## config.mk

```make
export PLATFORM = sky130hd
export DESIGN_NAME = nn_sequencer
export DESIGN_NICKNAME = d
export VERILOG_FILES = /design/src/rtl/nn_sequencer.sv
export SDC_FILE = /design/constraint.sdc
export NUM_CORES = 1
export LEC_CHECK = 0
export CORE_MARGIN = 8
export CORE_UTILIZATION = 30
export DETAILED_ROUTE_END_ITERATION = 7
export PLACE_DENSITY = 0.59
export SYNTH_ARGS = -nofsm -noshare
export SYNTH_HDL_FRONTEND = slang
export SYNTH_SLANG_ARGS = --single-unit
```

## constraint.sdc

```tcl
create_clock -name clk -period 2.34 [get_ports clk]
set_clock_uncertainty 0.2 [all_clocks]
set_input_delay 0.234 -clock clk [delete_from_list [all_inputs] [get_ports clk]]
set_output_delay 0.234 -clock clk [all_outputs]
set_load 0.1 [all_outputs]
```

## src/rtl/nn_sequencer.sv

```systemverilog
// rtl/nn_sequencer.sv - control FSM for the 4-neuron perceptron array
// Streams parameters and inputs into the banks, runs the feedback passes, then presents the results.
module nn_sequencer #(
  parameter int DATA_W     = 8,
  parameter int N_NEURONS  = 4,
  parameter int N_PARAMS   = 6,
  parameter int N_LAYERS   = 1,
  parameter int SETTLE_CYC = 2
) (
  input  logic              clk,
  input  logic              rstn,
  input  logic              start,
  input  logic              skip_params,
  input  logic              abort,
  input  logic              in_valid,
  output logic              in_ready,
  input  logic [DATA_W-1:0] in_data,
  output logic [DATA_W-1:0] data_out,
  output logic              param_we,
  output logic [4:0]        param_addr,
  output logic              input_we,
  output logic [1:0]        input_addr,
  output logic              capture_en,
  output logic [1:0]        stage,
  output logic [1:0]        out_sel,
  output logic              out_valid,
  input  logic              out_ready,
  output logic              busy,
  output logic              done,
  output logic              params_valid
);

  localparam int LW = $clog2(N_LAYERS + 1);
  localparam int SW = $clog2(SETTLE_CYC + 1);
  localparam logic [4:0]    P_LAST  = 5'(N_NEURONS * N_PARAMS - 1);
  localparam logic [1:0]    I_LAST  = 2'(N_NEURONS - 1);
  localparam logic [LW-1:0] L_FINAL = LW'(N_LAYERS);
  localparam logic [SW-1:0] S_DONE  = SW'(SETTLE_CYC);

  typedef enum logic [2:0] {
    S_IDLE,
    S_LOAD_P,
    S_LOAD_I,
    S_COMPUTE,
    S_OUTPUT
  } state_t;

  state_t        state;
  logic [4:0]    pcnt;
  logic [1:0]    icnt;
  logic [SW-1:0] scnt;
  logic [LW-1:0] lcnt;

  logic in_acc;
  logic out_acc;

  assign in_acc  = in_valid & in_ready;
  assign out_acc = out_valid & out_ready;

  // out_sel doubles as the output counter: it is exactly the index being presented.
  always_ff @(posedge clk or negedge rstn) begin
    if (!rstn) begin
      state        <= S_IDLE;
      pcnt         <= '0;
      icnt         <= '0;
      scnt         <= '0;
      lcnt         <= '0;
      in_ready     <= 1'b0;
      data_out     <= '0;
      param_we     <= 1'b0;
      param_addr   <= '0;
      input_we     <= 1'b0;
      input_addr   <= '0;
      capture_en   <= 1'b0;
      stage        <= 2'b00;
      out_sel      <= '0;
      out_valid    <= 1'b0;
      busy         <= 1'b0;
      done         <= 1'b0;
      params_valid <= 1'b0;
    end else begin
      param_we   <= 1'b0;
      input_we   <= 1'b0;
      capture_en <= 1'b0;
      done       <= 1'b0;
      if (abort) begin
        state     <= S_IDLE;
        pcnt      <= '0;
        icnt      <= '0;
        scnt      <= '0;
        lcnt      <= '0;
        out_sel   <= '0;
        in_ready  <= 1'b0;
        out_valid <= 1'b0;
        stage     <= 2'b00;
        busy      <= 1'b0;
        if (state == S_LOAD_P) params_valid <= 1'b0;
      end else begin
        case (state)
          S_IDLE: begin
            if (start) begin
              busy     <= 1'b1;
              in_ready <= 1'b1;
              if (skip_params && params_valid) begin
                state <= S_LOAD_I;
                stage <= 2'b01;
              end else begin
                state        <= S_LOAD_P;
                stage        <= 2'b00;
                params_valid <= 1'b0;
              end
            end
          end
          S_LOAD_P: begin
            if (in_acc) begin
              data_out   <= in_data;
              param_we   <= 1'b1;
              param_addr <= pcnt;
              if (pcnt == P_LAST) begin
                pcnt         <= '0;
                params_valid <= 1'b1;
                state        <= S_LOAD_I;
                stage        <= 2'b01;
              end else begin
                pcnt <= pcnt + 5'd1;
              end
            end
          end
          S_LOAD_I: begin
            if (in_acc) begin
              data_out   <= in_data;
              input_we   <= 1'b1;
              input_addr <= icnt;
              if (icnt == I_LAST) begin
                icnt     <= '0;
                scnt     <= '0;
                lcnt     <= '0;
                in_ready <= 1'b0;
                state    <= S_COMPUTE;
                stage    <= 2'b10;
              end else begin
                icnt <= icnt + 2'd1;
              end
            end
          end
          S_COMPUTE: begin
            // Settle counting starts in the cycle of the last input write and restarts on each capture.
            if (capture_en && (lcnt == L_FINAL)) begin
              lcnt      <= '0;
              scnt      <= '0;
              out_sel   <= '0;
              out_valid <= 1'b1;
              state     <= S_OUTPUT;
              stage     <= 2'b11;
            end else if (scnt == S_DONE) begin
              capture_en <= 1'b1;
              scnt       <= '0;
              lcnt       <= lcnt + LW'(1);
            end else begin
              scnt <= scnt + SW'(1);
            end
          end
          S_OUTPUT: begin
            if (out_acc) begin
              if (out_sel == I_LAST) begin
                out_sel   <= '0;
                out_valid <= 1'b0;
                done      <= 1'b1;
                busy      <= 1'b0;
                stage     <= 2'b00;
                state     <= S_IDLE;
              end else begin
                out_sel <= out_sel + 2'd1;
              end
            end
          end
          default: begin
            state <= S_IDLE;
          end
        endcase
      end
    end
  end

endmodule

```

==> metrics.md <==
| Metric | Value |
|---|---|
| Worst relative slew slack | `74.44%` |
| Crit share post-route | `86.41%` |
| Seq/Total Area, Yosys | `50.76%` |
| Mapped Nets | `201` |
| Setup crit start | `pcnt[0]$_DFFE_PN0P_` |
| Synthesized instance count | `183` |
| Chip height | `97.08 um` |
| Top Ports | `42` |
| Hold_buf cts | `1` |
| Final WS setup | `0.3180 ns` |
| Layout area overhead | `31.79%` |
| Starting Density | `31.05%` |
| Synthesized cell area | `1972 um^2` |
| Post-CTS Setup Repair Bufs | `0` |
| Power Dens Cells | `1089 nW/um^2` |
| DIE WIDTH | `97.08 um` |
| CP Launch Type | `register` |
| Vias/cell | `4.952` |
| Status | `completed` |
| Gpl congestion | `0.8349` |
| Post-synth EDFFs | `0` |
| Worst slew pin tran | `0.3833 ns` |
| Layout cells sized above 1 | `29.11%` |
| Max Root-Sink Buffers | `2` |
| Max Cap Viol | `0` |
| DP HPWL | `3501 um` |
| Pleak | `1.250 nW` |
| Worst-path clk slew | `0.08 ns` |
| CTS tree | `yes` |
| Antenna cell count | `0` |
| Cts bufs inserted | `5` |
| Grt ovf | `0` |
| RSZ-0062 raised after global routing | `false` |
| Ys flop type | `dfrtp_1` |
| Final Hold Viols | `0` |
| CP max FO | `5` |
| Die area | `9424 um^2` |
| Initial antenna violation count | `0` |
| Non-filler cells, final | `314` |
| Fin Setup TNS | `0 ns` |
| Largest net degree at the start of global routing | `18` |
| CP Data Required Time | `2.32 ns` |
| Max VDD drop | `0.7841 mV` |
| Vias in the first global route | `1537` |
| Total number of vias | `1555` |
| Core ar. | `6350 um^2` |
| Placed cell area | `2467 um^2` |
| All-Layer GR Usage | `10.05%` |
| Placed cells | `305` |
| Global-route wire length before repair | `7783 um` |
| DP Worst Slack | `0.1454 ns` |
| Post-CTS sizing | `0` |
| Yosys cell types | `44` |
| CTS H-tree depth | `2` |
| # port buffers | `41` |
| DRT antenna net count | `0` |
| Syn Area/Cell | `10.78 um^2` |
| DR pass1 iterations | `4` |
| DRC Markers | `0` |
| Asr flop ratio synth | `100.0%` |
| R2r startpoint | `pcnt[0]$_DFFE_PN0P_` |
| Total power after layout | `2.829 mW` |
| FILL cells | `622` |
| Syn. warnings | `0` |
| Std-Cell Rows | `29` |
| Max Slew Vio Count | `0` |
| Root Buffer | `clkbuf_8` |
| Max Fclk | `0.4946 GHz` |
| Final setup viols | `0` |
| DRT iter0 DRCs | `91` |
| Nets | `254` |
| Synth Register Bits | `40` |
| Wirelength, routed | `4579 um` |
| Data arrival time of the worst path | `2.00 ns` |
| Critical Path End Type | `register` |
| Cell area after layout | `2599 um^2` |
| Clk Latency, worst-skew pair | `0.29 ns` |
| Critical path type | `register to register` |
| Total clock sinks | `40` |
| Type of the most critical hold path | `input pin to asynchronous set/reset pin` |
| Minimum clock period | `2.022 ns` |
| Wirelength per Cell | `14.58 um` |
[area by class of cell]
cell class                 instances  area [um^2]  share of cell area [%]
inverter                           7        38.79                   1.493
multi-input combinational        127        882.1                   33.94
sequential                        40         1002                   38.57
clock inverter                     2        38.79                   1.493
clock buffer                       6        82.58                   3.178
timing repair buffer              55        457.9                   17.62
tap                               77        96.34                   3.707
[layer usage]
metal / up-vias / track usage, % / routed length (um)
li1: 759 / - / -
met1: 754 / 13.33 / 2224
met2: 37 / 14.64 / 2019
met3: 5 / 3.343 / 277
met4: 0 / 3.905 / 58
met5: - / 0 / 0
[critical path: stages (launching register included)]
cell       delay, ns
dfrtp_1         0.42
ha_1            0.25
nand4b_2        0.22
o2111ai_2       0.28
nand3_1         0.18
mux2_1          0.35
[cell usage after synthesis, drive strengths merged, types with 4 or more instances]
library cell	n	area [um^2]
buf	6	38.79
nand3	9	50.05
inv	6	22.52
nand2b	4	25.02
o21ai	8	40.04
a21oi	9	45.04
nand2	33	147.6
o31ai	7	52.55
mux2	13	176.4
dfrtp	40	1001
nor2	10	37.54
[registers in the layout (all words and copies together) (netlist names)]
signal and cells:
pcnt 5, out_valid 1, stage 2, data_out 8
lcnt 1, busy 1, out_sel 2, input_we 1
param_addr 5, state 3, in_ready 1, icnt 2
input_addr 2, done 1, scnt 2, params_valid 1
capture_en 1, param_we 1
[worst paths after layout]
check	endpoint	slack, ns	cells past startpoint
worst max-delay path	state[0]$_DFFE_PN0P_	0.32	5
worst min-delay path	param_addr[1]$_DFFE_PN0P_	0.18	2
worst max register to register	state[0]$_DFFE_PN0P_	0.32	5
worst min register to register	param_addr[1]$_DFFE_PN0P_	0.28	2
max in group asynchronous	scnt[0]$_DFFE_PN0P_	1.24	3
min in group clk	param_addr[1]$_DFFE_PN0P_	0.28	2
[cell families (layout without fill, tap and decap cells)]
logic type / after synthesis / in the layout / synth area share (%)
XOR/XNOR: 1 / 1 / 0.4442
buffers and inverters: 16 / 70 / 4.505
AO/OA/AOI/OAI: 38 / 38 / 13.33
flip-flops: 40 / 40 / 50.76
AND/OR/NAND/NOR: 72 / 72 / 20.11
adder cells (fa/ha/maj): 3 / 3 / 1.904
multiplexers: 13 / 13 / 8.947
[report_power, final]
group / internal, mW / leakage (nW) / switching, mW
Clock: 0.349 / 0.0614 / 0.243
Combinational: 0.379 / 0.646 / 0.940
Sequential: 0.802 / 0.543 / 0.117
[through the flow]
step,utilization (%),hold slack (ns)
4_1_cts,40.93,0.1864
3_3_place_gp,38.86,-0.02862
3_5_place_dp,38.86,-0.02234
6_report,40.93,0.1793
5_1_grt,40.93,0.1954
2_1_floorplan,-,-0.2616
[cells in the final DEF, fill, tap and decap left out, drive strengths merged, types with 2 or more instances in the layout]
| cell type | netlist | routed |
|---|---|---|
| buf | 6 | 41 |
| dfrtp | 40 | 40 |
| nand2 | 33 | 33 |
| clkdlybuf4s50 | 0 | 13 |
| mux2 | 13 | 13 |
| nor2 | 10 | 10 |
| a21oi | 9 | 9 |
| nand3 | 9 | 9 |
| o21ai | 8 | 8 |
| o31ai | 7 | 7 |
| inv | 6 | 6 |
| clkbuf | 3 | 6 |
| nand2b | 4 | 4 |
| nand4 | 3 | 3 |
| o311ai | 3 | 3 |
| nor3b | 3 | 3 |
| ha | 3 | 3 |
| or3 | 2 | 2 |
| o2bb2ai | 2 | 2 |
| o211ai | 2 | 2 |
| nand4b | 2 | 2 |
| clkinv | 1 | 2 |
| o2111ai | 2 | 2 |
Note: power is estimated with default switching activity, not from simulation.
